[config.mk]
export PLATFORM = sky130hd
export DESIGN_NAME = stopwatch_controller
export DESIGN_NICKNAME = d
export VERILOG_FILES = /design/src/rtl/stopwatch_controller.sv
export SDC_FILE = /design/constraint.sdc
export NUM_CORES = 1
export LEC_CHECK = 0
export CORE_ASPECT_RATIO = 1.1
export CORE_MARGIN = 10
export CORE_UTILIZATION = 32
export CTS_CLUSTER_SIZE = 25
export DETAILED_ROUTE_END_ITERATION = 10
export SLEW_MARGIN = 20
export SYNTH_ARGS = -nofsm -noshare
export SYNTH_HDL_FRONTEND = slang
export SYNTH_SLANG_ARGS = --single-unit
[constraint.sdc]
create_clock -name clk100_i -period 2.9 [get_ports clk100_i]
set_input_delay 0.435 -clock clk100_i [delete_from_list [all_inputs] [get_ports clk100_i]]
set_output_delay 0.435 -clock clk100_i [all_outputs]
set_load 0.02 [all_outputs]
[src/rtl/stopwatch_controller.sv]
// Stopwatch mode controller: run/stop, digit edit walk with blink and inactivity timeout.
// Latency: every output is registered, one clock after the qualifying input pulse.
// Backpressure: none; the one-cycle button pulses are consumed on the edge they are sampled.
module stopwatch_controller #(
  parameter int PULSE_MAX    = 999999,
  parameter int BLINK_TICKS  = 50,
  parameter int EDIT_TIMEOUT = 1000
) (
  input  logic       clk100_i,
  input  logic       rstn_i,
  input  logic       start_stop_pulse_i,
  input  logic       set_pulse_i,
  input  logic       change_pulse_i,
  output logic       running_o,
  output logic       tick_o,
  output logic [2:0] state_o,
  output logic [3:0] digit_inc_o,
  output logic       clear_o,
  output logic [3:0] blank_o
);

  localparam int PW = $clog2(PULSE_MAX + 1);
  localparam int BW = $clog2(BLINK_TICKS + 1);
  localparam int TW = $clog2(EDIT_TIMEOUT + 1);

  localparam logic [PW-1:0] PMAX  = PW'(PULSE_MAX);
  localparam logic [BW-1:0] BLAST = BW'(BLINK_TICKS - 1);
  localparam logic [TW-1:0] TMAX  = TW'(EDIT_TIMEOUT);

  typedef enum logic [2:0] {
    IDLE  = 3'd0,
    EDIT0 = 3'd1,
    EDIT1 = 3'd2,
    EDIT2 = 3'd3,
    EDIT3 = 3'd4
  } state_t;

  state_t        state, nxt_state;
  logic [PW-1:0] run_cnt, base_cnt;
  logic [BW-1:0] blink_cnt, nxt_blink_cnt;
  logic [TW-1:0] idle_cnt, nxt_idle_cnt;
  logic          blink_phase, nxt_blink_phase;
  logic          nxt_running, nxt_clear;
  logic [3:0]    nxt_inc, nxt_blank;
  logic          base_tick;

  // One-hot digit addressed by an edit state; zero in IDLE.
  function automatic logic [3:0] digit_sel(input state_t s);
    case (s)
      EDIT0:   digit_sel = 4'b0001;
      EDIT1:   digit_sel = 4'b0010;
      EDIT2:   digit_sel = 4'b0100;
      EDIT3:   digit_sel = 4'b1000;
      default: digit_sel = 4'b0000;
    endcase
  endfunction

  assign base_tick = (base_cnt == PMAX);
  assign state_o   = state;

  // Next-state decode: start_stop beats set beats change; timeout sits between set and change.
  always_comb begin
    nxt_state       = state;
    nxt_running     = running_o;
    nxt_inc         = 4'b0000;
    nxt_clear       = 1'b0;
    nxt_blink_phase = blink_phase;
    nxt_blink_cnt   = blink_cnt;
    nxt_idle_cnt    = idle_cnt;
    if (state == IDLE) begin
      nxt_blink_phase = 1'b0;
      nxt_blink_cnt   = '0;
      nxt_idle_cnt    = '0;
      if (start_stop_pulse_i) begin
        nxt_running = ~running_o;
      end else if (set_pulse_i) begin
        if (!running_o) nxt_state = EDIT0;
      end else if (change_pulse_i) begin
        if (!running_o) nxt_clear = 1'b1;
      end
    end else begin
      nxt_running = 1'b0;
      if (set_pulse_i) begin
        nxt_state       = (state == EDIT3) ? IDLE : state_t'(state + 3'd1);
        nxt_blink_phase = 1'b0;
        nxt_blink_cnt   = '0;
        nxt_idle_cnt    = '0;
      end else if (idle_cnt == TMAX) begin
        nxt_state       = IDLE;
        nxt_blink_phase = 1'b0;
        nxt_blink_cnt   = '0;
        nxt_idle_cnt    = '0;
      end else if (change_pulse_i) begin
        nxt_inc         = digit_sel(state);
        nxt_blink_phase = 1'b0;
        nxt_blink_cnt   = '0;
        nxt_idle_cnt    = '0;
      end else if (base_tick) begin
        if (idle_cnt != TMAX) nxt_idle_cnt = idle_cnt + TW'(1);
        if (blink_cnt == BLAST) begin
          nxt_blink_cnt   = '0;
          nxt_blink_phase = ~blink_phase;
        end else begin
          nxt_blink_cnt = blink_cnt + BW'(1);
        end
      end
    end
    nxt_blank = nxt_blink_phase ? digit_sel(nxt_state) : 4'b0000;
  end

  // All state, prescalers and registered outputs; async reset clears everything.
  always_ff @(posedge clk100_i or negedge rstn_i) begin
    if (!rstn_i) begin
      state       <= IDLE;
      running_o   <= 1'b0;
      tick_o      <= 1'b0;
      digit_inc_o <= 4'b0000;
      clear_o     <= 1'b0;
      blank_o     <= 4'b0000;
      run_cnt     <= '0;
      base_cnt    <= '0;
      blink_cnt   <= '0;
      blink_phase <= 1'b0;
      idle_cnt    <= '0;
    end else begin
      state       <= nxt_state;
      running_o   <= nxt_running;
      digit_inc_o <= nxt_inc;
      clear_o     <= nxt_clear;
      blank_o     <= nxt_blank;
      blink_cnt   <= nxt_blink_cnt;
      blink_phase <= nxt_blink_phase;
      idle_cnt    <= nxt_idle_cnt;
      // Run prescaler holds its count while stopped so a restart resumes mid-period.
      tick_o <= running_o && (run_cnt == PMAX);
      if (running_o) run_cnt <= (run_cnt == PMAX) ? '0 : run_cnt + PW'(1);
      base_cnt <= base_tick ? '0 : base_cnt + PW'(1);
    end
  end

endmodule

==> results of run 1 <==
-- layer usage --
layer | share of wire | vias to the layer above | track usage
met4 | 0.015 | 0 | 0.03622
met3 | 0.038 | 9 | 0.02302
met5 | 0 | - | 0
li1 | - | 1239 | -
met2 | 0.47 | 36 | 0.1519
met1 | 0.47 | 1171 | 0.1084
-- report_power, final --
part / total (mW) / switching [mW] / internal [mW]
sequential: 1.14 / 0.0907 / 1.05
clock: 1.09 / 0.426 / 0.665
combinational: 0.418 / 0.239 / 0.180
-- synth_stat cells, types with 2 or more instances --
| cell type | number |
|---|---|
| dfrtp_1 | 71 |
| o31ai_1 | 2 |
| a31oi_1 | 2 |
| and2_1 | 2 |
| o21ai_0 | 7 |
| or3_1 | 6 |
| mux2i_1 | 3 |
| nand2_1 | 25 |
| xor2_1 | 28 |
| and3_2 | 2 |
| nor3_1 | 12 |
| nor2_1 | 47 |
| or2_2 | 2 |
| ha_1 | 11 |
| and3_1 | 5 |
| clkbuf_1 | 3 |
| nor3b_1 | 3 |
| inv_1 | 14 |
| nand4_1 | 15 |
| o211ai_1 | 2 |
| buf_2 | 5 |
| nand3_2 | 2 |
| xnor2_1 | 14 |
| nor4b_1 | 2 |
| a21oi_1 | 11 |
| nor4_1 | 4 |
| nand3_1 | 18 |
| nand2b_1 | 4 |
| and4_1 | 6 |
-- stage by stage --
stage / worst slack (ns) / utilization
6_report: 0.5985 / 0.3929
5_1_grt: 0.3568 / 0.3929
4_1_cts: 0.5657 / 0.3929
3_5_place_dp: 0.5718 / 0.3648
3_3_place_gp: 0.6571 / 0.3648
2_1_floorplan: 0.9378 / -
-- critical path: stages (launching register included) --
cell and delay, ns:
dfrtp_1 0.38, ha_1 0.21, nand3_2 0.16, nor4_2 0.61, and3_2 0.31, mux2i_1 0.38
nor3_1 0.11
-- sequential cells by signal (all words and copies together) (netlist names) --
signal	cells
base_cnt	20
run_cnt	20
idle_cnt	10
blink_cnt	6
blank_o	4
digit_inc_o	4
state_o	3
blink_phase	1
clear_o	1
running_o	1
tick_o	1
-- how the worst max path moves through the flow --
| stage | startpoint | cells past startpoint | end | slack, ns |
|---|---|---|---|---|
| 3_3_place_gp | base_cnt[0] | 6 | blank_o[2] | 0.66 |
| 2_1_floorplan | state_o[0] | 9 | blink_cnt[0] | 0.94 |
| 6_report | base_cnt[0] | 6 | blank_o[0] | 0.60 |
| 5_1_grt | base_cnt[0] | 6 | blank_o[1] | 0.36 |
| 3_5_place_dp | base_cnt[0] | 6 | blank_o[0] | 0.57 |
| 4_1_cts | base_cnt[0] | 6 | blank_o[0] | 0.57 |
-- logic make-up after synthesis --
| family | after synthesis | share of synthesized area |
|---|---|---|
| flops | 71 | 0.5080 |
| simple gates | 165 | 0.2598 |
| compound gates | 28 | 0.04722 |
| fa+ha+maj | 11 | 0.03936 |
| xor+xnor | 42 | 0.1052 |
| buf+inv | 23 | 0.02862 |
| mux | 4 | 0.01181 |
-- area by class of cell --
cell class,instances,area (sq um),share of cell area
flip-flops and latches,71,1777,0.4290
multi-input cells,250,1627,0.3927
clock buffers,9,225.2,0.05438
repair buffers,21,210.2,0.05076
well taps,143,178.9,0.04320
clock inverters,7,71.32,0.01722
inverters,14,52.55,0.01269
==> impl_metrics.ini, run 1 <==
[grt]
antenna_found_initial = 0
grt-ovfl-total = 0
grt_usage = 0.09025
grt_first_pass_wirelength_mm = 11.72
grt_max_degree = 72
first_global_vias = 2483

[sta]
tightest_slew_ns = 0.6729
finalSetupViolations = 0
fin_tns_setup_ns = 0
finalCriticalPeriod_ns = 2.302
rsz0062_at_grt = no
finalClockSkew_ns = 0.004805
slew_headroom = 0.5480
whs_ns = 0.1279
maxSlewViolCount = 0
finalHoldViolCount = 0
finalCritPeriodShare = 0.7936
fmax_mhz = 434.5

[setup_path]
crit_fanout = 7
reg2reg_slack_ns = 0.60
critical_path_required_ns = 3.09
worstReg2RegEnd = blank_o[0]
end_kind = flip-flop
regToRegStartpoint = base_cnt[0]
cp_data_arrival_time_ns = 2.49
crit_path_start_kind = flip-flop
reg2regPathDepth = 6
critPathKind = reg2reg

[synth]
synth_area_leaders = dfrtp_1 51%, xor2_1 7.0%, nor2_1 5.0%, ha_1 3.9%, xnor2_1 3.5%
synth_ff_type = dfrtp_1
syn_avg_cell_area_sq_um = 10.17
yosysTopAreaCellShare = 0.5081
synth_area_sq_mm = 0.003497
netlist_instances = 344
synthArstFlopShare = 1.000
synth_seq_cells = 71
synth_warnings = 0
synth-edff-count = 0
synth-seq-area-share = 0.5081
synth_area_leader_cell = dfrtp_1
yosysUniqueCellTypes = 45
syn_nets = 360

[cts]
post_cts_resized = 0
post_cts_buffers = 0
clk-insertion-delay-late_ns = 0.32
cts_tree = yes
clk_pin_slew_worst_paths_ns = 0.06
root_buffer = clkbuf_16
cts.sink_count = 71
cts_buffers = 9
clock_path_buffers = 2
h-tree-depth = 3
cts_hold_buf = 0

[placement]
dpl_cell_area_sq_mm = 0.003845
dp_hpwl_mm = 4.510
io_buffer_count = 18
dp.cells = 499
place_congestion = 0.7776

[run]
maxCapViolCount = 0

[final_layout]
nets = 383
postLayoutCellArea_sq_mm = 0.004141
diodes = 0
nFillCells = 1045
post_layout_nonfiller_instances = 515
mostFrequentLayoutCells = 71 x dfrtp_1, 47 x nor2_1, 28 x xor2_1, 25 x nand2_1, 18 x nand3_1
drive_gt1_frac = 0.08871
layout.cells.most_common = dfrtp_1
area_growth_syn_to_layout_pct = 18.43

[power_and_ir_drop]
irDropWorstVdd_uv = 331.6
fin_total_pwr_mw = 2.652
power_density_mw_per_mm2 = 640.3
p_leak_nw = 1.799

[floorplan]
initial_core_util = 0.3318
fp.dieH_microns = 129.6
die_w_microns = 119.7
dieArea_sq_mm = 0.01551
rows = 39
pin_count = 19
core_area_sq_mm = 0.01054

[status]
status = finished clean

[route]
avgViaCountPerCell = 4.767
vias = 2455
routedWlPerCell_microns = 12.80
post-route-drc-count = 0
drtPass1Iterations = 4
drt-initial-drc-count = 174
postRouteAntennaNets = 0
drt-total-wl_mm = 6.594

[min_path]
hold_path_class = in2async
Note: power is estimated with default switching activity, not from simulation.
==> run 2: changes to the inputs <==
clock period = 2.2 ns   (was 2.9 ns; I/O delays follow)
==> run 2 against run 1 <==
  * Register-to-register slack got worse by 0.41 ns
  * Clock power is 27% higher
  * Non-clock buffer count grew 8
  * Highest routed layer unchanged
  * Final cell count is 1.6% higher
  * Critical path type unchanged
  * Via count increased by 1.1%
  * Critical endpoint is now idle_cnt[5]
  * Setup slack worse by 0.41 ns
==> impl_metrics.ini, run 2 (synthesis gave the netlist of run 1 again) <==
[cts]
clock_path_buffers = 2
cts_buffers = 9
clk_pin_slew_worst_paths_ns = 0.06
cts.sink_count = 71
cts_tree = yes
clk-insertion-delay-late_ns = 0.33
post_cts_buffers = 0
root_buffer = clkbuf_16
h-tree-depth = 3

[floorplan]
core_area_sq_mm = 0.01054
fp.dieH_microns = 129.6
rows = 39
dieArea_sq_mm = 0.01551
die_w_microns = 119.7
pin_count = 19
initial_core_util = 0.3318

[sta]
slew_headroom = 0.6025
rsz0062_at_grt = no
finalSetupViolations = 0
finalCritPeriodShare = 0.9140
whs_ns = 0.02656
finalCriticalPeriod_ns = 2.011
finalClockSkew_ns = 0.006536
fmax_mhz = 497.3
finalHoldViolCount = 0
maxSlewViolCount = 0
tightest_slew_ns = 0.5917
fin_tns_setup_ns = 0

[power_and_ir_drop]
irDropWorstVdd_uv = 305.9
power_density_mw_per_mm2 = 824.6
p_leak_nw = 1.838

[final_layout]
nFillCells = 1045
area_growth_syn_to_layout_pct = 20.04
nets = 391
seq_area_sq_mm = 0.001777
mostFrequentLayoutCells = 71 x dfrtp_1, 47 x nor2_1, 28 x xor2_1, 25 x nand2_1, 18 x nand3_1
drive_gt1_frac = 0.1105
multi_input_area_sq_mm = 0.001634
layout.cells.most_common = dfrtp_1
largest_registers = base_cnt (20), run_cnt (20), idle_cnt (10)
diodes = 0

[route]
wl_met3_microns = 292
post-route-drc-count = 0
drt-total-wl_mm = 6.709
routedWlPerCell_microns = 12.83
avgViaCountPerCell = 4.746
vias = 2482
top_layer = met4
postRouteAntennaNets = 0
drtPass1Iterations = 4
drt-met1-wl_mm = 3.230
dr_wl_met2_mm = 3.055
drt-initial-drc-count = 110

[setup_path]
reg2regPathDepth = 5
crit_start = base_cnt[15]
reg2reg_slack_ns = 0.19
end_kind = flip-flop
cp_data_arrival_time_ns = 2.27
critical_path_required_ns = 2.46
critPathCapture = idle_cnt[5]
crit_fanout = 9
crit_path_start_kind = flip-flop
critPathKind = reg2reg
worstReg2RegEnd = idle_cnt[5]
regToRegStartpoint = base_cnt[15]

[grt]
antenna_found_initial = 0
grt_usage = 0.09506
first_global_vias = 2555
grt_first_pass_wirelength_mm = 12.12
grt_max_degree = 72
grt-ovfl-total = 0

[placement]
dp_hpwl_mm = 4.563
place_congestion = 0.7936
io_buffer_count = 18

[status]
status = finished clean

[run]
maxCapViolCount = 0

[min_path]
hold_path_class = in2async
==> run 2: cell types whose count changed in the layout (fill, tap and decap cells not counted), sizes merged <==
| cell | before | now |
|---|---|---|
| buf | 4 | 12 |
| clkbuf | 9 | 11 |
| bufinv | 1 | 0 |
| inv | 15 | 14 |
==> run 2: layout make-up <==
class	instances	share of cell area
Multi-Input combinational cell	250	0.3893
Clock inverter	5	0.007750
Inverter	14	0.01252
Sequential cell	71	0.4232
Clock buffer	11	0.06021
Timing Repair Buffer	29	0.06438
Tap cell	143	0.04262
==> run 2: worst max-delay path, stage by stage, from the launching register on <==
cell	delay, ns
dfrtp_1	0.40
or4_4	0.55
nor2_4	0.23
nand4_1	0.22
or3_1	0.39
a21oi_1	0.14
==> run 2: worst min-delay path by stage <==
stage	start	endpoint	slack (ns)	depth (start not counted)
2_1_floorplan	rstn_i	base_cnt[0]	0.03	0
3_3_place_gp	rstn_i	digit_inc_o[1]	0.39	2
3_5_place_dp	rstn_i	digit_inc_o[2]	0.39	2
4_1_cts	rstn_i	digit_inc_o[3]	0.03	2
5_1_grt	rstn_i	digit_inc_o[3]	0.05	2
6_report	rstn_i	digit_inc_o[3]	0.03	2
==> run 2: stage by stage <==
step	cell area (sq um)	setup WS, ns	std cells	power (mW)	util
6_report	4198	0.1893	523	3.461	0.3983
5_1_grt	4198	0.04589	523	3.659	0.3983
4_1_cts	4190	0.1803	523	3.526	0.3976
3_5_place_dp	3905	0.1990	507	2.113	0.3705
3_3_place_gp	3905	0.2529	507	2.103	0.3705
2_1_floorplan	3497	0.2378	344	1.879	-
==> run 2: repair_timing <==
item / CTS / global route
hold buffers: 0 / 0
endpoints found under the hold margin: 0 / 0
gates resized for setup: 0 / 1
setup endpoints to repair: 0 / 3
==> run 2: where the power goes <==
part	internal, mW	leakage [nW]	switching (mW)
clock	0.820	0.134	0.558
combinational	0.257	0.740	0.330
sequential	1.39	0.964	0.110
==> run 2: metal layers <==
layer  vias up  global-route usage
li1       1257                   -
met4         0             0.04403
met3         9             0.03388
met5         -                   0
met2        33              0.1470
met1      1183              0.1167
==> run 3: changes to the inputs <==
RECOVER_POWER = 100   (was not set)
==> run 3 against run 2 <==
  * Register-to-register slack hardly changed
  * Routed wire length shrank 0.67%
  * Sequential power hardly changed
  * First-iteration DRC count grew 15%
  * Non-clock buffer count stayed put
  * Total power shrank 0.87%
  * Clock skew is essentially flat
  * The flow now finishes with violations (capacitance limit, slew limit)
  * Largest cell class unchanged
  * Setup slack lost 0.0019 ns
  * Final cell count stayed put
==> impl_metrics.ini, run 3 (synthesis gave the netlist of run 1 again) <==
[setup_path]
crit_path_start_kind = flip-flop
crit_start = base_cnt[15]
crit_fanout = 9
critical_path_required_ns = 2.40
critPathKind = reg2reg
end_kind = flip-flop
cp_data_arrival_time_ns = 2.21
regToRegStartpoint = base_cnt[15]

[placement]
io_buffer_count = 18
place_congestion = 0.7936
dp_hpwl_mm = 4.563
dp_slack_ns = 0.1990
dpl_cell_area_sq_mm = 0.003905

[route]
routedWlPerCell_microns = 12.74
vias = 2495
drt-total-wl_mm = 6.664
drtPass1Iterations = 4
postRouteAntennaNets = 0
drt-initial-drc-count = 126
post-route-drc-count = 0
avgViaCountPerCell = 4.771

[final_layout]
postLayoutCellArea_sq_mm = 0.004160
mostFrequentLayoutCells = 71 x dfrtp_1, 47 x nor2_1, 28 x xor2_1, 25 x nand2_1, 19 x nand3_1
nets = 391
nFillCells = 1053
largest_registers = base_cnt (20), run_cnt (20), idle_cnt (10)
area_growth_syn_to_layout_pct = 18.96
layout.cells.most_common = dfrtp_1
multi_input_area_sq_mm = 0.001629
seq_area_sq_mm = 0.001777
drive_gt1_frac = 0.09737
diodes = 0

[grt]
globalRoute.busiestLayer = met2
antenna_found_initial = 0
grt_use_met2 = 0.1470
use_met3 = 0.03388
grt_first_pass_wirelength_mm = 12.12
first_global_vias = 2555
grt_usage = 0.09506
grt_max_degree = 72
global_route.usage.met1 = 0.1167
grt-ovfl-total = 0

[sta]
fin_ws_ns = 0.1873
finalClockSkew_ns = 0.006375
fmax_mhz = 496.9
maxSlewViolCount = 72
fin_tns_setup_ns = 0
rsz0062_at_grt = no
finalHoldViolCount = 0
finalCriticalPeriod_ns = 2.013
slew_headroom = -0.1642
finalCritPeriodShare = 0.9148
finalSetupViolations = 0
tightest_slew_ns = 1.746

[cts]
h-tree-depth = 3
cts_hold_buf = 0
root_buffer = clkbuf_16
cts_buffers = 9
cts_tree = yes
clk-insertion-delay-late_ns = 0.33
clock_path_buffers = 2
cts.sink_count = 71
clk_pin_slew_worst_paths_ns = 0.06

[min_path]
min_from = run_cnt[13]
hold_path_class = reg2reg

[power_and_ir_drop]
power_density_mw_per_mm2 = 824.8
irDropWorstVdd_uv = 300.8
p_leak_nw = 1.857

[status]
violations = capacitance limit, slew limit
status = finished with violations

[floorplan]
core_area_sq_mm = 0.01054
initial_core_util = 0.3318
rows = 39
fp.dieH_microns = 129.6
dieArea_sq_mm = 0.01551
die_w_microns = 119.7
pin_count = 19

[run]
maxCapViolCount = 1
## run 3: cell types whose count changed in the layout (fill, tap and decap cells not counted), sizes merged
cell           previous run  this run
buf                      12         6
clkbuf                   11        17
clkdlybuf4s50            17         3
dlygate4sd3               0        14
## run 3: critical path, cell delays in order, from the launching register on
cell and delay [ns]:
dfrtp_1 0.40, or4_4 0.55, nor2_4 0.23, and3_2 0.23
mux2i_1 0.37, nor3b_1 0.10
## run 3: path summary, 6_finish.rpt
path	endpoint	depth (start not counted)	slack, ns
min	run_cnt[13]	1	0.49
min in group asynchronous	digit_inc_o[3]	2	0.54
max reg2reg	blank_o[2]	5	0.19
min reg2reg	run_cnt[13]	1	0.49
max	blank_o[2]	5	0.19
max in group asynchronous	run_cnt[18]	2	0.61
## run 3: power breakdown
part	internal (mW)	total [mW]	switching (mW)
registers	1.39	1.50	0.109
clock network	0.820	1.38	0.558
logic	0.229	0.558	0.329
## run 3: routing by layer
metal | vias to the layer above | share of wire
li1 | 1260 | -
met4 | 0 | 0.020
met1 | 1186 | 0.48
met3 | 9 | 0.045
met2 | 40 | 0.46
met5 | - | 0
## run 3: area by class of cell
| type | count | share of cell area |
|---|---|---|
| Clock inverter | 5 | 0.007820 |
| Tap cell | 143 | 0.04301 |
| Timing Repair Buffer | 29 | 0.05714 |
| Multi-Input combinational cell | 250 | 0.3916 |
| Sequential cell | 71 | 0.4271 |
| Inverter | 14 | 0.01263 |
| Clock buffer | 11 | 0.06075 |
## run 3: stage by stage
stage               power (mW)  hold WS, ns  cells    util
floorplan                1.879      0.03441    344       -
global placement         2.103       0.3888    507  0.3705
detailed placement       2.113       0.3901    507  0.3705
CTS                      3.526      0.03238    523  0.3976
global route             3.629       0.5148    523  0.3947
finish                   3.431       0.4865    523  0.3947
## run 3: what timing repair did
| action | in CTS | in global routing |
|---|---|---|
| gates resized for setup | 0 | 1 |
| setup buffers | 0 | 0 |
| endpoints found under the setup margin | 0 | 3 |
